[src/rtl/imem_loader_if.sv]
// Loader bus: MSB-first byte stream in, instruction-memory
// write port out.
interface imem_loader_if #(
  parameter int ADDR_WIDTH = 8
);
  logic                  byte_valid;
  logic [7:0]            byte_data;
  logic                  byte_ready;
  logic                  imem_we;
  logic [ADDR_WIDTH-1:0] imem_addr;
  logic [31:0]           imem_wdata;

  modport master (
    output byte_valid,
    output byte_data,
    input  byte_ready,
    input  imem_we,
    input  imem_addr,
    input  imem_wdata
  );

  modport slave (
    input  byte_valid,
    input  byte_data,
    output byte_ready,
    output imem_we,
    output imem_addr,
    output imem_wdata
  );
endinterface

[src/rtl/imem_loader.sv]
// Boot-time instruction-memory writer: packs big-endian words
// from a byte stream and holds the CPU until the program is in.
module imem_loader #(
  parameter int ADDR_WIDTH = 8
) (
  input  logic              clk,
  input  logic              rst_n,
  input  logic              start,
  input  logic              abort,
  input  logic [ADDR_WIDTH:0] word_count,
  imem_loader_if.slave      bus,
  output logic              busy,
  output logic              done,
  output logic              cpu_hold
);
  localparam int CW = ADDR_WIDTH + 1;
  localparam logic [CW-1:0] MAX_CNT =
    {1'b1, {ADDR_WIDTH{1'b0}}};
  localparam logic [CW-1:0] ONE =
    {{ADDR_WIDTH{1'b0}}, 1'b1};

  typedef enum logic [1:0] {
    IDLE, RECV, WRITE, DONE
  } state_e;

  state_e                state_q, state_d;
  logic [23:0]           asm_q, asm_d;
  logic [1:0]            bcnt_q, bcnt_d;
  logic [CW-1:0]         wcnt_q, wcnt_d;
  logic [CW-1:0]         cnt_q, cnt_d;
  logic                  we_q, we_d;
  logic [ADDR_WIDTH-1:0] addr_q, addr_d;
  logic [31:0]           wdata_q, wdata_d;
  logic                  done_q, done_d;
  logic                  hold_q, hold_d;

  logic                  xfer;
  logic [CW-1:0]         clamp;
  logic [CW-1:0]         wnext;

  assign xfer  = bus.byte_valid && (state_q == RECV);
  assign clamp = (word_count > MAX_CNT) ? MAX_CNT
                                        : word_count;
  assign wnext = wcnt_q + ONE;

  always_comb begin
    state_d = state_q;
    asm_d   = asm_q;
    bcnt_d  = bcnt_q;
    wcnt_d  = wcnt_q;
    cnt_d   = cnt_q;
    we_d    = 1'b0;
    addr_d  = addr_q;
    wdata_d = wdata_q;
    done_d  = 1'b0;
    hold_d  = hold_q;
    unique case (state_q)
      IDLE: begin
        if (start) begin
          cnt_d   = clamp;
          wcnt_d  = '0;
          bcnt_d  = '0;
          asm_d   = '0;
          hold_d  = 1'b1;
          state_d = (clamp == '0) ? DONE : RECV;
        end
      end
      RECV: begin
        if (abort) begin
          state_d = IDLE;
          bcnt_d  = '0;
          asm_d   = '0;
        end else if (xfer) begin
          asm_d  = {asm_q[15:0], bus.byte_data};
          bcnt_d = bcnt_q + 2'd1;
          if (bcnt_q == 2'd3) begin
            state_d = WRITE;
            we_d    = 1'b1;
            addr_d  = wcnt_q[ADDR_WIDTH-1:0];
            wdata_d = {asm_q, bus.byte_data};
          end
        end
      end
      WRITE: begin
        wcnt_d = wnext;
        if (abort) begin
          state_d = IDLE;
        end else if (wnext == cnt_q) begin
          state_d = DONE;
          done_d  = 1'b1;
          hold_d  = 1'b0;
        end else begin
          state_d = RECV;
        end
      end
      DONE: begin
        // Zero-word loads arrive here without a pulse yet.
        if (done_q) begin
          state_d = IDLE;
        end else begin
          done_d = 1'b1;
          hold_d = 1'b0;
        end
      end
      default: state_d = IDLE;
    endcase
  end

  always_ff @(posedge clk or negedge rst_n) begin
    if (!rst_n) begin
      state_q <= IDLE;
      asm_q   <= '0;
      bcnt_q  <= '0;
      wcnt_q  <= '0;
      cnt_q   <= '0;
      we_q    <= 1'b0;
      addr_q  <= '0;
      wdata_q <= '0;
      done_q  <= 1'b0;
      hold_q  <= 1'b1;
    end else begin
      state_q <= state_d;
      asm_q   <= asm_d;
      bcnt_q  <= bcnt_d;
      wcnt_q  <= wcnt_d;
      cnt_q   <= cnt_d;
      we_q    <= we_d;
      addr_q  <= addr_d;
      wdata_q <= wdata_d;
      done_q  <= done_d;
      hold_q  <= hold_d;
    end
  end

  assign bus.byte_ready = (state_q == RECV);
  assign bus.imem_we    = we_q;
  assign bus.imem_addr  = addr_q;
  assign bus.imem_wdata = wdata_q;
  assign busy     = (state_q == RECV) || (state_q == WRITE);
  assign done     = done_q;
  assign cpu_hold = hold_q;
endmodule
[src/flat_wrapper.sv]
// flat-port wrapper written by rule: the top's interface ports become plain ports
module imem_loader_flat 
#(
  parameter int ADDR_WIDTH = 8
)
  (clk, rst_n, start, abort, word_count, busy, done, cpu_hold, bus_byte_valid, bus_byte_data, bus_byte_ready, bus_imem_we, bus_imem_addr, bus_imem_wdata);
  imem_loader_if #(.ADDR_WIDTH(ADDR_WIDTH)) bus_i ();
  input  logic clk;
  input  logic rst_n;
  input  logic start;
  input  logic abort;
  input  logic [ADDR_WIDTH:0] word_count;
  output logic busy;
  output logic done;
  output logic cpu_hold;
  input wire logic [$bits(bus_i.byte_valid)-1:0] bus_byte_valid;
  input wire logic [$bits(bus_i.byte_data)-1:0] bus_byte_data;
  output wire logic [$bits(bus_i.byte_ready)-1:0] bus_byte_ready;
  output wire logic [$bits(bus_i.imem_we)-1:0] bus_imem_we;
  output wire logic [$bits(bus_i.imem_addr)-1:0] bus_imem_addr;
  output wire logic [$bits(bus_i.imem_wdata)-1:0] bus_imem_wdata;
  assign bus_i.byte_valid = bus_byte_valid;
  assign bus_i.byte_data = bus_byte_data;
  assign bus_byte_ready = bus_i.byte_ready;
  assign bus_imem_we = bus_i.imem_we;
  assign bus_imem_addr = bus_i.imem_addr;
  assign bus_imem_wdata = bus_i.imem_wdata;
  imem_loader #(.ADDR_WIDTH(ADDR_WIDTH)) u_core (.clk(clk), .rst_n(rst_n), .start(start), .abort(abort), .word_count(word_count), .bus(bus_i), .busy(busy), .done(done), .cpu_hold(cpu_hold));
endmodule
[config.mk]
export PLATFORM = sky130hd
export DESIGN_NAME = imem_loader_flat
export DESIGN_NICKNAME = d
export VERILOG_FILES = /design/src/rtl/imem_loader_if.sv /design/src/rtl/imem_loader.sv /design/src/flat_wrapper.sv
export SDC_FILE = /design/constraint.sdc
export NUM_CORES = 1
export LEC_CHECK = 0
export ABC_AREA = 1
export CORE_MARGIN = 2
export CORE_UTILIZATION = 56
export DETAILED_ROUTE_END_ITERATION = 7
export PLACE_DENSITY_LB_ADDON = 0.12
export SKIP_CTS_REPAIR_TIMING = 1
export SLEW_MARGIN = 20
export SYNTH_ARGS = -nofsm -noshare
export SYNTH_HDL_FRONTEND = slang
export SYNTH_SLANG_ARGS = --single-unit
[constraint.sdc]
create_clock -name clk -period 2.95 [get_ports clk]
set_clock_uncertainty 0.15 [all_clocks]
set_input_delay 0.4425 -clock clk [delete_from_list [all_inputs] [get_ports clk]]
set_output_delay 0.4425 -clock clk [all_outputs]
set_load 0.02 [all_outputs]
# [Word-level counts from Yosys, hierarchy flattened]
# Index checks and enable logic that the tools add are counted.
[totals] register_bits=89 output_inout_bits=45 word_cells=72
[classes] n_addsub=2 order_cmp=1 n_eq_ne=12 mux=33 n_bitwise=1 reduce_logical=13
[ops] op="24-bit 2-to-1 mux" count=3
[ops] op="24-bit case mux with 2 select lines" count=1
[ops] op="2-bit 2-to-1 mux" count=11
[ops] op="9-bit 2-to-1 mux" count=2
[ops] op="9-bit case mux with 2 select lines" count=1
[ops] op="1-bit 2-to-1 mux" count=11
[ops] op="9-bit by 1-bit adder with 9-bit output, second input constant" count=1
[ops] op="9-bit equality test" count=1
[ops] op="9-bit > comparator, second input constant" count=1
[ops] op="9-bit zero test" count=1
[ops] op="2-bit case mux with 4 select lines" count=1
[ops] op="4-bit AND reduction" count=2
[ops] op="2-bit equality test, second input constant" count=3
[ops] op="2-bit inequality test, second input constant" count=3
[ops] op="3-bit by 2-bit inequality test with 1-bit output, second input constant" count=2
[ops] op="5-bit AND reduction" count=1
[ops] op="2-bit by 1-bit inequality test with 1-bit output, second input constant" count=2
[ops] op="2-bit case mux with 2 select lines" count=1
[ops] op="2-bit AND reduction" count=2
[ops] op="2-bit nonzero test" count=2
[ops] op="1-bit case mux with 3 select lines" count=1
[ops] op="3-bit AND reduction" count=1
[ops] op="3-bit nonzero test" count=1
[ops] op="2-bit by 1-bit adder with 2-bit output, second input constant" count=1
[ops] op="6 further kinds" count=6

# [Depth between registers and ports, before layout]
[depth] word_depth=6 ltp_mapped=14

# [Worst setup path before layout]
# No wires, ideal clock.
[synth_path] path_type="register -> register" startpoint="register u_core.state_q[1]" endpoint="register u_core.asm_q[10]" setup_ns=0.133 t_arrival_ns=1.672 required_time_ns=2.667 setup_slack_ns=0.996 path_stages_with_launch=11 path_buffers=1 cell_sequence="dfrtp_1 > inv_1 > ha_1 > inv_1 > nor2_2 > inv_1 > o21ai_2 > inv_2 > nand2_2 > buf_2 > o22ai_1"
[synth_between] elab_chain_len=4 elab_cells_between_ends=8 cone_classes="eq/ne: 3; mux: 1; reduce/logical: 4"
[synth_rtl] item="start: declaration" line="imem_loader.sv:26" rtl="state_e state_q, state_d;"
[synth_rtl] item="start signal: assignment" line="imem_loader.sv:122" rtl="state_q <= state_d;"
[synth_rtl] item="2-bit by 1-bit equality test with 1-bit output (*)"
[synth_rtl] item="via bus_byte_ready" line="flat_wrapper.sv:18" rtl="output wire logic [$bits(bus_i.byte_ready)-1:0] bus_byte_ready;"
[synth_rtl] item="1-bit logical AND" line="imem_loader.sv:41" rtl="assign xfer = bus.byte_valid && (state_q == RECV);"
[synth_rtl] item="3-bit by 2-bit inequality test with 1-bit output (no source line)"
[synth_rtl] item="3-bit AND reduction (no source line)"
[synth_rtl] item="end signal: assignment" line="imem_loader.sv:123" rtl="asm_q <= asm_d;"
[synth_rtl] item="end: declaration" line="imem_loader.sv:27" rtl="logic [23:0] asm_q, asm_d;"
# The timed path passes the listed nets; every way through them passes the cells marked *.
# A chain may end at the register's enable or synchronous reset.

# [Worst setup path in the final report]
[layout_path] startpoint="register u_core.state_q[0]" endpoint="register u_core.asm_q[23]"
[layout_between] elab_chain_len=4 elab_cells_between_ends=8 cone_classes="eq/ne: 3; mux: 1; reduce/logical: 4"
[layout_rtl] item="2-bit by 1-bit equality test with 1-bit output" line="imem_loader.sv:41, imem_loader.sv:57"
[layout_rtl] item="1-bit logical AND" line="imem_loader.sv:41"
[layout_rtl] item="3-bit by 2-bit inequality test with 1-bit output (no source line)"
[layout_rtl] item="3-bit AND reduction (no source line)"
# Parallel ways exist; a longest one is shown, timed or not.

==> results.ini <==
[synth]
yosys_warnings=0
synth_nets=456
syn_inst=428
netlist_area_um2=3829
ys_ff_latch=89
synth.yosys.seq_area_share_pct=58.20
syn_avg_cell_area_um2=8.945
ys_types=25

[sta]
finalCriticalPeriod_ns=2.376
tightest_slew_ns=0.7295
finalHoldViolations=0
fin_ws_ns=0.5740
whs_ns=0.3346
fin_crit_sh_pct=80.54
setup_viol=0
rsz0062_at_grt=no
fmax_mhz=420.9
max-slew-margin-rel_pct=51.04
finalSetupTns_ns=0
slew_violations=0

[worst_setup_path]
worst_setup_path_start_kind=register
path_class=reg2reg
cp_data_arrival_time_ns=2.50
end_kind=register
required_ns=3.07
cp_max_fo=25

[clock_tree]
cts_tree=built
clk_pin_slew_ns=0.10
htree_levels=3
clk_path_buf_depth=2
clock_latency_ns=0.37
cts_buffers=9
clockRootBuffer=clkbuf_8
cts.sinks=89

[layout]
seq_area_um2=2228
final_cell_mix=nand2_1, dfrtp_1, clkdlybuf4s50_1
fillCellCount=526
final_common_cell=nand2_1
diodes=0
syn_to_final_growth_pct=24.97
final_area_um2=4785
drive_gt1_share_pct=8.434
nets=521
multi_input_area_um2=1301

[floorplanning]
row_count=30
start_util_pct=56.98
dieHeight_um=86.69
dieWidth_um=86.69
dieArea_um2=7514
boundaryPins=67
core_um2=6719

[global_route]
antenna_found_initial=0
grt_max_degree=81
first_global_vias=2902
grt_pass1_wl_um=13290
grt.overflow.total=0
grt_use_total_pct=22.85

[worst_hold_path]
hold_class=reg2reg

[outcome]
status=completed

[drt]
num_vias=3047
ant_nets=0
wl_met2_um=3969
drcViolationCount=0
m1WireLength_um=3451
routed.top_layer=met4
routed-wl-met3_um=303
drt_iter0_drc=183
post_drt_via_cell_ratio=5.272
first_pass_iters=5
totalWireLength_um=7869
wl_per_cell_um=13.61

[place]
place_area_um2=4548
gp_congestion=0.8631
place_ws_ns=0.4407
numPortBuffers=66
hpwlAfterDp_um=5563

[power_and_ir_drop]
power_mw=3.423
ir_drop_v=0.0005347
leakage_nw=2.139
cellPowerDensity_nw_per_um2=715.5

[job]
max_cap_viol_count=0

power by group:
part	internal [mW]	switching, mW
clock	0.484	0.454
combinational	0.340	0.643
sequential	1.39	0.116
synthesized netlist by cell type:
cell type    n  area (um^2)
inv_2        6        22.52
ha_1         6        75.07
nor2_1      15        56.30
nand3_2      2        20.02
a21oi_1      4        20.02
o21a_1       1        7.510
o21ai_0     55        275.3
nand3_1     21        105.1
nand2_1    101        379.1
dfstp_2      1        26.28
nor3_1       1        5.000
nor2_2       5        31.28
buf_2        2        10.01
nor2_4       3        33.78
o22ai_1     29        181.4
nand2_2      5        31.28
inv_1       58        217.7
o21ai_1      6        30.03
clkbuf_1    11        41.29
dfrtp_1     88         2202
nand4_1      4        25.02
a211oi_1     1        7.510
a21oi_2      1        8.760
buf_4        1        7.510
o21ai_2      1        8.760
layer usage:
layer | track usage [%] | vias up
met3 | 4.667 | 15
met4 | 9.943 | 0
met1 | 28.90 | 1433
met2 | 38.18 | 77
met5 | 0 | -
li1 | - | 1522
layout make-up:
type                    instances  area share [%]
inverters                      64           5.073
clock inverters                 7           2.092
well taps                      80           2.092
multi-input cells             261           27.20
repair buffers                 68           14.38
flip-flops and latches         89           46.57
clock buffers                   9           2.589
state kept, by name (all words and copies together) (netlist names):
| register | cells |
|---|---|
| u_core.asm_q | 24 |
| u_core.bcnt_q | 2 |
| u_core.bus.imem_addr | 8 |
| u_core.bus.imem_wdata | 32 |
| u_core.bus.imem_we | 1 |
| u_core.cnt_q | 9 |
| u_core.cpu_hold | 1 |
| u_core.done | 1 |
| u_core.state_q | 2 |
| u_core.wcnt_q | 9 |
through the flow:
stage | util [%] | std cells
detailed placement | 67.69 | 561
global placement | 67.69 | 561
floorplan | - | 428
global route | 71.21 | 578
CTS | 71.02 | 577
finish | 71.21 | 578
worst paths after layout:
kind	from	endpoint	slack (ns)	cells after the start
max	u_core.state_q[0]$_DFFE_PN0P_	u_core.asm_q[23]$_DFFE_PN0P_	0.57	9
min in group asynchronous	rst_n	u_core.bus.imem_wdata[2]$_DFFE_PN0P_	0.34	2
min reg2reg	u_core.cpu_hold$_DFFE_PN1P_	u_core.cpu_hold$_DFFE_PN1P_	0.33	2
max in group asynchronous	rst_n	u_core.cpu_hold$_DFFE_PN1P_	1.64	3
max reg2reg	u_core.state_q[0]$_DFFE_PN0P_	u_core.asm_q[23]$_DFFE_PN0P_	0.57	9
min	u_core.cpu_hold$_DFFE_PN1P_	u_core.cpu_hold$_DFFE_PN1P_	0.33	2
worst max-delay path, cell delays in order (launching register included):
cell and delay, ns:
dfrtp_1 0.38, inv_1 0.08, ha_1 0.25, inv_2 0.09, nor2_1 0.08, a21oi_1 0.17, o21ai_2 0.11, inv_2 0.33
nand2_2 0.38, o22ai_1 0.25
cell families after synthesis:
family	Yosys count	share of synthesized area (%)
flops	89	58.20
buf+inv	78	7.811
simple gates	157	17.94
fa+ha+maj	6	1.961
compound gates	98	14.09
Note: power is estimated with default switching activity, not from simulation.
==> patch: new RTL, same settings <==
`ADDR_WIDTH` is set to 8 in 3 places; all go to 9.
--- a/src/rtl/imem_loader_if.sv
+++ b/src/rtl/imem_loader_if.sv
@@ -2,5 +2,5 @@
 // write port out.
 interface imem_loader_if #(
-  parameter int ADDR_WIDTH = 8
+  parameter int ADDR_WIDTH = 9
 );
   logic                  byte_valid;
--- a/src/rtl/imem_loader.sv
+++ b/src/rtl/imem_loader.sv
@@ -2,5 +2,5 @@
 // from a byte stream and holds the CPU until the program is in.
 module imem_loader #(
-  parameter int ADDR_WIDTH = 8
+  parameter int ADDR_WIDTH = 9
 ) (
   input  logic              clk,
--- a/src/flat_wrapper.sv
+++ b/src/flat_wrapper.sv
@@ -2,5 +2,5 @@
 module imem_loader_flat 
 #(
-  parameter int ADDR_WIDTH = 8
+  parameter int ADDR_WIDTH = 9
 )
   (clk, rst_n, start, abort, word_count, busy, done, cpu_hold, bus_byte_valid, bus_byte_data, bus_byte_ready, bus_imem_we, bus_imem_addr, bus_imem_wdata);
Ports: changed (resized bus_imem_addr and word_count); port bits go from 67 to 69. No check against the original RTL was run, so the function may have changed too.
==> patch against the unedited design <==
  * Sequential cell count is 3 higher
  * Count of clock-buffer cells in the layout stayed put
  * Wire length is 1.3% higher
  * Worst setup slack better by 45 ps
  * Non-clock buffer count is 7 higher
  * Final area is 3.7% higher
  * Synthesized area is 3.4% higher
  * Total power is 0.80% lower
  * Critical path type is now flop to primary output
==> patch: results (changes against the unedited design) <==
{| class="wikitable"
! Metric !! Value
|-
| Detailed-route wire length || 7.97 mm (+1.3%)
|-
| Met1 Routed Length || 3.63 mm (+5.1%)
|-
| Top cells by instance count after synthesis || sky130_fd_sc_hd__nand2_1, sky130_fd_sc_hd__dfrtp_1, sky130_fd_sc_hd__inv_1, sky130_fd_sc_hd__o21ai_0, sky130_fd_sc_hd__o22ai_1
|-
| Critical-path cell with the highest stage delay || sky130_fd_sc_hd__clkdlybuf4s50_1
|-
| Gate family responsible for the most delay along the worst path || buffers and inverters
|-
| Filler cell count in the final layout || 555 (+5.5%)
|-
| Lkg Pwr || 2.27 nW (+6.2%)
|-
| Hpwl dp || 5.79 mm (+4.1%)
|-
| Sequential fraction of the synthesis area || 58.2% (about the same)
|-
| R2R setup slack || 710 ps (+140 ps)
|-
| Met3 track demand over resource in global routing || 4.34% (-0.33 points)
|-
| Pin count of the biggest net entering global routing || 53 (-35%)
|-
| Worst setup path startpoint || u_core.state_q[1]
|-
| Total routing resource utilization after global routing || 22.5% (-0.30 points)
|-
| Met3 wire len || 232 µm (-23%)
|-
| Number of H-tree branching levels || 3 (unchanged)
|-
| Switching part of the total power || 35.4% (about the same)
|-
| Global-route track usage on met2 || 37.3% (-0.85 points)
|-
| Endpoint of the lowest-slack register-to-register path || u_core.bcnt_q[0]
|-
| Synthesized Nets || 474 (+3.9%)
|-
| Power dissipated in the clock network || 0.846 mW (-9.8%)
|-
| Antenna cells || 0 (unchanged)
|-
| Crit Path Max Fanout || 4 (-84%)
|-
| End of the critical path || busy
|-
| Biggest area contributors in the synthesized netlist || sky130_fd_sc_hd__dfrtp_1, sky130_fd_sc_hd__nand2_1, sky130_fd_sc_hd__inv_1, sky130_fd_sc_hd__o21ai_0, sky130_fd_sc_hd__o22ai_1
|-
| Transition time at the pin with the least slew margin || 745 ps (+15.4 ps)
|-
| Fraction of final layout cells sized beyond drive strength 1 || 7.27% (-1.2 points)
|-
| Vias per std cell || 5.09 (-3.4%)
|-
| Nets || 547 (+5.0%)
|-
| Routed wl met2 || 4.02 mm (+1.2%)
|-
| Arrival time worst endpoint || 1740 ps (-760 ps)
|-
| Number of buffers added on ports || 68 (+3.0%)
|-
| Worst path max stage delay || 610 ps (+230 ps)
|-
| GRT met1 Usage || 30.3% (+1.4 points)
|-
| Via count of the first global-routing pass || 2948 (+1.6%)
|-
| Insertion delay of the later-clocked pin in the worst-skew pair || 350 ps (-20 ps)
|-
| Worst slack on hold paths || 326 ps (-9.07 ps)
|-
| Synth cell types || 29 (+16%)
|-
| Status || finished clean
|-
| GP Congestion || 0.866 (+0.31%)
|-
| Gate power share || 29.7% (+1.0 points)
|}
[patch: cell families after synthesis]
logic type	share of synthesized area, %
AOI/OAI and AO/OA	13.7
adders and majority gates	1.90
buffers and inverters	8.21
DFF	58.2
and+or+nand+nor	18.0
[patch: metrics by stage]
step | cells | worst slack, ps | area [µm²] | util [%] | total power, mW
after floorplan | 445 | 868 | 3960 | - | 2.25
final | 619 | 619 | 4960 | 72.6 | 3.40
after detailed placement | 602 | 563 | 4750 | 69.6 | 2.57
after global routing | 619 | 499 | 4960 | 72.6 | 3.64
after global placement | 602 | 632 | 4750 | 69.6 | 2.55
after CTS | 618 | 607 | 4950 | 72.5 | 3.41
[patch: layout make-up]
class / count / area [µm²] / share of cell area [%]
Sequential cell: 92 / 2300 / 46.4
Clock inverter: 7 / 73.8 / 1.49
Tap cell: 96 / 120 / 2.42
Inverter: 73 / 274 / 5.52
Timing Repair Buffer: 75 / 733 / 14.8
Clock buffer: 9 / 124 / 2.50
Multi-Input combinational cell: 267 / 1330 / 26.8
